<file path="config.mk">
export PLATFORM = sky130hd
export DESIGN_NAME = neuron_learn
export DESIGN_NICKNAME = d
export VERILOG_FILES = /design/src/rtl/neuron_pkg.sv /design/src/rtl/neuron_lane_upd.sv /design/src/rtl/neuron_learn.sv
export SDC_FILE = /design/constraint.sdc
export NUM_CORES = 1
export LEC_CHECK = 0
export ABC_AREA = 1
export BUFFER_PORTS_ARGS = -buffer_cell sky130_fd_sc_hd__buf_2
export CORE_ASPECT_RATIO = 1.75
export CORE_MARGIN = 4
export CORE_UTILIZATION = 35
export CTS_BUF_LIST = sky130_fd_sc_hd__clkbuf_4
export DETAILED_ROUTE_END_ITERATION = 8
export PLACE_DENSITY_LB_ADDON = 0.12
export REMOVE_ABC_BUFFERS = 1
export SLEW_MARGIN = 30
export SYNTH_ARGS = -nofsm -noshare
export SYNTH_HDL_FRONTEND = slang
export SYNTH_SLANG_ARGS = --single-unit
</file>
<file path="constraint.sdc">
create_clock -name clk -period 5.1 [get_ports clk]
set_input_delay 1.02 -clock clk [delete_from_list [all_inputs] [get_ports clk]]
set_output_delay 1.02 -clock clk [all_outputs]
set_load 0.01 [all_outputs]
</file>
<file path="src/rtl/neuron_pkg.sv">
// Shared constants and FSM state type for the neuron weight-update block.
package neuron_pkg;

  localparam int N_DEF    = 3;
  localparam int SIZE_DEF = 4;
  localparam int LANE_W   = SIZE_DEF;

  typedef enum logic [1:0] {
    ST_IDLE   = 2'b00,
    ST_UPDATE = 2'b01,
    ST_DONE   = 2'b10
  } state_e;

endpackage

</file>
<file path="src/rtl/neuron_lane_upd.sv">
// Single-lane weight update: w' = w + ((delta * s) >>> SHIFT), wrapped or saturated.
// Saturation is selected by defining NEURON_LEARN_SAT_EN.
module neuron_lane_upd
  import neuron_pkg::*;
#(
  parameter int SIZE  = LANE_W,
  parameter int SHIFT = 0
) (
  input  logic [SIZE-1:0] s_i,
  input  logic [SIZE-1:0] w_i,
  input  logic [SIZE-1:0] delta_i,
  output logic [SIZE-1:0] w_o
);

  localparam int PW = 2 * SIZE;
  localparam int SW = 2 * SIZE + 1;

  logic signed [PW-1:0] prod;
  logic signed [PW-1:0] inc;
  logic signed [SW-1:0] sum;

  always_comb begin
    prod = $signed({{SIZE{delta_i[SIZE-1]}}, delta_i}) * $signed({{SIZE{s_i[SIZE-1]}}, s_i});
    inc  = prod >>> SHIFT;
    // one guard bit above the product keeps the add exact before wrap/saturate
    sum  = $signed({inc[PW-1], inc}) + $signed({{(SW - SIZE){w_i[SIZE-1]}}, w_i});
`ifdef NEURON_LEARN_SAT_EN
    if (sum > $signed(SW'((1 << (SIZE - 1)) - 1))) begin
      w_o = {1'b0, {(SIZE - 1){1'b1}}};
    end else if (sum < -$signed(SW'(1 << (SIZE - 1)))) begin
      w_o = {1'b1, {(SIZE - 1){1'b0}}};
    end else begin
      w_o = sum[SIZE-1:0];
    end
`else
    w_o = sum[SIZE-1:0];
`endif
  end

endmodule

</file>
<file path="src/rtl/neuron_learn.sv">
// Perceptron-style weight updater: one lane per cycle through a shared lane unit.
// Build option NEURON_LEARN_SAT_EN saturates updated weights instead of wrapping.
module neuron_learn
  import neuron_pkg::*;
#(
  parameter int N     = N_DEF,
  parameter int SIZE  = SIZE_DEF,
  parameter int SHIFT = 0
) (
  input  logic              clk,
  input  logic              rst_n,
  input  logic              start,
  input  logic [SIZE*N-1:0] Scurr,
  input  logic [SIZE*N-1:0] W_in,
  input  logic [SIZE-1:0]   Snext,
  input  logic [SIZE-1:0]   target,
  output logic [SIZE*N-1:0] W_out,
  output logic              busy,
  output logic              done,
  output logic              err
);

  localparam int W     = SIZE * N;
  localparam int CNT_W = (N > 1) ? $clog2(N) : 1;

  state_e            state_q, state_d;
  logic [CNT_W-1:0]  lane_q, lane_d;
  logic [W-1:0]      s_q, s_d, w_q, w_d, w_out_q, w_out_d;
  logic [SIZE-1:0]   delta_q, delta_d;
  logic              busy_q, busy_d, done_q, done_d, err_q, err_d;
  logic [SIZE-1:0]   delta_new, lane_s, lane_w, lane_w_new;

  assign delta_new = target - Snext;
  assign lane_s    = s_q[SIZE*lane_q +: SIZE];
  assign lane_w    = w_q[SIZE*lane_q +: SIZE];

  neuron_lane_upd #(.SIZE(SIZE), .SHIFT(SHIFT)) u_lane (
    .s_i     (lane_s),
    .w_i     (lane_w),
    .delta_i (delta_q),
    .w_o     (lane_w_new)
  );

  always_comb begin
    state_d = state_q;
    lane_d  = lane_q;
    s_d     = s_q;
    w_d     = w_q;
    delta_d = delta_q;
    w_out_d = w_out_q;
    busy_d  = busy_q;
    done_d  = 1'b0;
    err_d   = err_q;
    case (state_q)
      ST_IDLE: begin
        if (start) begin
          s_d     = Scurr;
          w_d     = W_in;
          delta_d = delta_new;
          busy_d  = 1'b1;
          lane_d  = '0;
          if (delta_new != '0) begin
            state_d = ST_UPDATE;
          end else begin
            state_d = ST_DONE;
            w_out_d = W_in;
            err_d   = 1'b0;
            done_d  = 1'b1;
          end
        end
      end
      ST_UPDATE: begin
        w_d[SIZE*lane_q +: SIZE] = lane_w_new;
        if (lane_q == CNT_W'(N - 1)) begin
          state_d = ST_DONE;
          lane_d  = '0;
          w_out_d = w_d;
          err_d   = (delta_q != '0);
          done_d  = 1'b1;
        end else begin
          lane_d = lane_q + 1'b1;
        end
      end
      ST_DONE: begin
        busy_d  = 1'b0;
        state_d = ST_IDLE;
      end
      default: begin
        state_d = ST_IDLE;
        lane_d  = '0;
        busy_d  = 1'b0;
      end
    endcase
  end

  always_ff @(posedge clk or negedge rst_n) begin
    if (!rst_n) begin
      state_q <= ST_IDLE;
      lane_q  <= '0;
      s_q     <= '0;
      w_q     <= '0;
      delta_q <= '0;
      w_out_q <= '0;
      busy_q  <= 1'b0;
      done_q  <= 1'b0;
      err_q   <= 1'b0;
    end else begin
      state_q <= state_d;
      lane_q  <= lane_d;
      s_q     <= s_d;
      w_q     <= w_d;
      delta_q <= delta_d;
      w_out_q <= w_out_d;
      busy_q  <= busy_d;
      done_q  <= done_d;
      err_q   <= err_d;
    end
  end

  assign W_out = w_out_q;
  assign busy  = busy_q;
  assign done  = done_q;
  assign err   = err_q;

endmodule

</file>
==> out/qor.csv <==
stage;metric;value;unit
run_status;status;completed;
sta;min Tclk post-route;3.807;ns
sta;unrepaired setup endpoints after global routing;false;
sta;maximum clock rate;262.7;MHz
clocking;Post-CTS Resized;0;
sta;fin crit share;74.65;%
critical_path;CP Capture Type;flip-flop;
synthesis;Yosys top cell area share;42.00;%
critical_path;critical path class;reg2reg;
synthesis;Avg Synthesized Cell Area;7.527;sq um
power;Overall Power;0.002145;W
layout;Final Non-Filler Cells;511;
power;sw frac;51.01;%
detailed_routing;initial drt markers;171;
detailed_routing;drt drc;0;
detailed_routing;vias;2500;
placed_design;DP HPWL;5.482;mm
hold_path;Hold Crit Class;reg2reg;
floorplanning;Core Region;7672;sq um
global_route;initial antenna violation count;0;
synthesis;largest area contributor in the netlist;dfrtp_1;
power;Sequential Power Share;31.1;%
synthesis;Syn Inst Count;372;
power;clock share of power;8.6;%
clocking;clock sink total;47;
clocking;setup bufs post-CTS;0;
layout;Nets;475;
detailed_routing;via density per instance;4.892;
layout;post-layout util;41.54;%
floorplanning;die footprint;9552;sq um
layout;share of cells above drive strength 1;18.44;%
run;max_cap viols;0;
clocking;clk_lat worst skew;0.38;ns
sta;Final Hold Vio Count;0;
power;Leak;1.713;nW
power;design internal power;0.001051;W
sta;Worst Clk Skew;0.02000;ns
placed_design;GPL Wtd Cong;0.9085;
synthesis;synthesized flop and latch total;47;
synthesis;EDFF count, synth;0;
synthesis;post-synthesis async set-or-reset flop share;100.0;%
sta;final setup fails;0;
synthesis;register area share after synthesis;42.00;%
synthesis;dominant cell by count in the synthesized netlist;nand2_1;
detailed_routing;Post-DRT Antenna Nets;0;
sta;max-slew violation count;0;
critical_path;CP arrival;4.09;ns
global_route;vias in the first global route;2427;
clocking;CTS clk-pin slew, worst paths;0.15;ns
synthesis;Netlist Area Pre-Place;2800;sq um
power;Worst VDD drop;0.0002450;V
synthesis;Top FF cell, synth;dfrtp_1;
synthesis;dominant cells by area after synthesis;dfrtp_1 42%, nand2_1 18%, ha_1 7.1%;
sta;Least-Margin Pin Slew;0.6329;ns
detailed_routing;drt wl/cell;13.70;microns
clocking;Root Buffer;clkbuf_4;
clocking;Hold-fix buffers, CTS;0;
power;pwr dens;673.0;nW/um^2
global_route;largest net degree at the start of global routing;48;
floorplanning;Die Span Y;126.3;microns
clocking;Clock Path Buffers;2;
layout;Antenna Cells;0;
floorplanning;Rows;42;
synthesis;Distinct cells, synth;31;
synthesis;Synthesis Warnings;0;
global_route;total grt overflow;0;
global_route;first-pass GRT wire length;11.57;mm
placed_design;Placed Instances;503;
global_route;gr usage total;15.90;%
clocking;CTS tree;done;
layout;design area;3187;sq um
floorplanning;Initial Util;36.50;%
power;Combinational Power Share;60.2;%
detailed_routing;Post-Route WL;7.001;mm
floorplanning;Die X-Extent;75.62;microns
power;Sw Pwr;0.001094;W
sta;Setup TNS;0;ns
clocking;htree depth;2;
placed_design;DP Area;3129;sq um
detailed_routing;DR pass1 iterations;4;
critical_path;critical path data required time;5.39;ns
floorplanning;Ports;50;
placed_design;port bufs;49;
layout;area delta synth->final;13.81;%
critical_path;maximum fanout along the worst path;16;
clocking;CTS buffer count;5;
sta;Slew HR;57.42;%
critical_path;crit start category;flip-flop;
synthesis;most frequent cells after synthesis;132 x nand2_1, 47 x dfrtp_1, 44 x inv_1, 27 x o21ai_0, 20 x a21oi_1;
-- routing by layer --
metal | wire (microns) | track usage [%] | part of all wire, %
met1 | 2729 | 17.73 | 39
met3 | 327 | 3.563 | 4.7
met5 | 0 | 0 | 0
met2 | 3642 | 27.25 | 52
met4 | 301 | 8.033 | 4.3
-- area by class of cell --
cell class	instances	area (sq um)
clock inverters	2	12.51
inverters	49	183.9
flip-flops and latches	47	1176
repair buffers	52	267.8
fillers	834	4486
multi-input cells	267	1391
well taps	88	110.1
clock buffers	6	45.04
-- layout by cell type (no fill, tap or decap), drive strengths merged --
cell type	count
a21oi	22
a32oi	3
buf	52
clkbuf	6
clkinv	4
clkinvlp	1
dfrtp	47
fa	2
ha	16
inv	46
nand2	139
nand3	18
nand3b	2
nand4	2
nor2	17
nor3	2
nor4	2
o21ai	30
o22ai	3
o41ai	1
or2	3
xnor2	2
xor2	3
-- final timing paths --
check	startpoint	end	slack, ns	depth (start not counted)
min in group asynchronous	rst_n	w_q[9]	0.71	2
hold reg to reg	W_out[10]	W_out[10]	0.48	2
max in group asynchronous	rst_n	lane_q[1]	3.97	2
hold / removal	W_out[10]	W_out[10]	0.48	2
setup reg to reg	lane_q[0]	w_q[11]	1.29	22
setup / recovery	lane_q[0]	w_q[11]	1.29	22
-- per-stage QoR --
| stage | hold WS, ns | worst slack [ns] |
|---|---|---|
| floorplan | 0.4422 | 1.730 |
| global placement | 0.4477 | 1.413 |
| detailed placement | 0.4538 | 1.300 |
| CTS | 0.4895 | 1.285 |
| global route | 0.5089 | 0.9122 |
| finish | 0.4822 | 1.293 |
-- worst max-delay path, stage by stage (launching register included) --
cell	delay [ns]
dfrtp_1	0.72
inv_2	0.23
nand2_1	0.10
nand3_1	0.09
nand2_2	0.09
inv_1	0.06
nor2_1	0.10
ha_1	0.24
ha_1	0.27
inv_1	0.05
fa_1	0.53
inv_1	0.04
ha_1	0.19
xor2_1	0.15
nand3b_1	0.15
nand2_1	0.09
inv_1	0.05
nand3_1	0.08
nand3_1	0.15
nand4_1	0.12
nand2_1	0.08
nand3_1	0.07
nand2_1	0.07
-- registers in the layout, summed over array words and instances, names as in the netlist --
| name | count |
|---|---|
| state_q | 2 |
| w_q | 12 |
| delta_q | 4 |
| busy | 1 |
| lane_q | 2 |
| done | 1 |
| err | 1 |
| W_out | 12 |
| s_q | 12 |
-- logic make-up (layout without fill, tap and decap cells) --
logic type	Yosys count	in the layout	share of synthesized area, %
adder cells (fa/ha/maj)	18	18	8.579
AND/OR/NAND/NOR	185	185	28.06
buffers and inverters	58	109	8.311
AO/OA/AOI/OAI	59	59	11.48
XOR/XNOR	5	5	1.564
flip-flops	47	47	42.00
-- power groups by stage --
stage / clock, W / sequential (W) / combinational [W]
global placement: 0 / 0.000671 / 0.00129
detailed placement: 0 / 0.000676 / 0.00130
global route: 0.000209 / 0.000690 / 0.00150
finish: 0.000185 / 0.000668 / 0.00129
floorplan: 0 / 0.000672 / 0.000892
CTS: 0.000197 / 0.000668 / 0.00131
No activity file was read; power rests on OpenSTA's default activity.
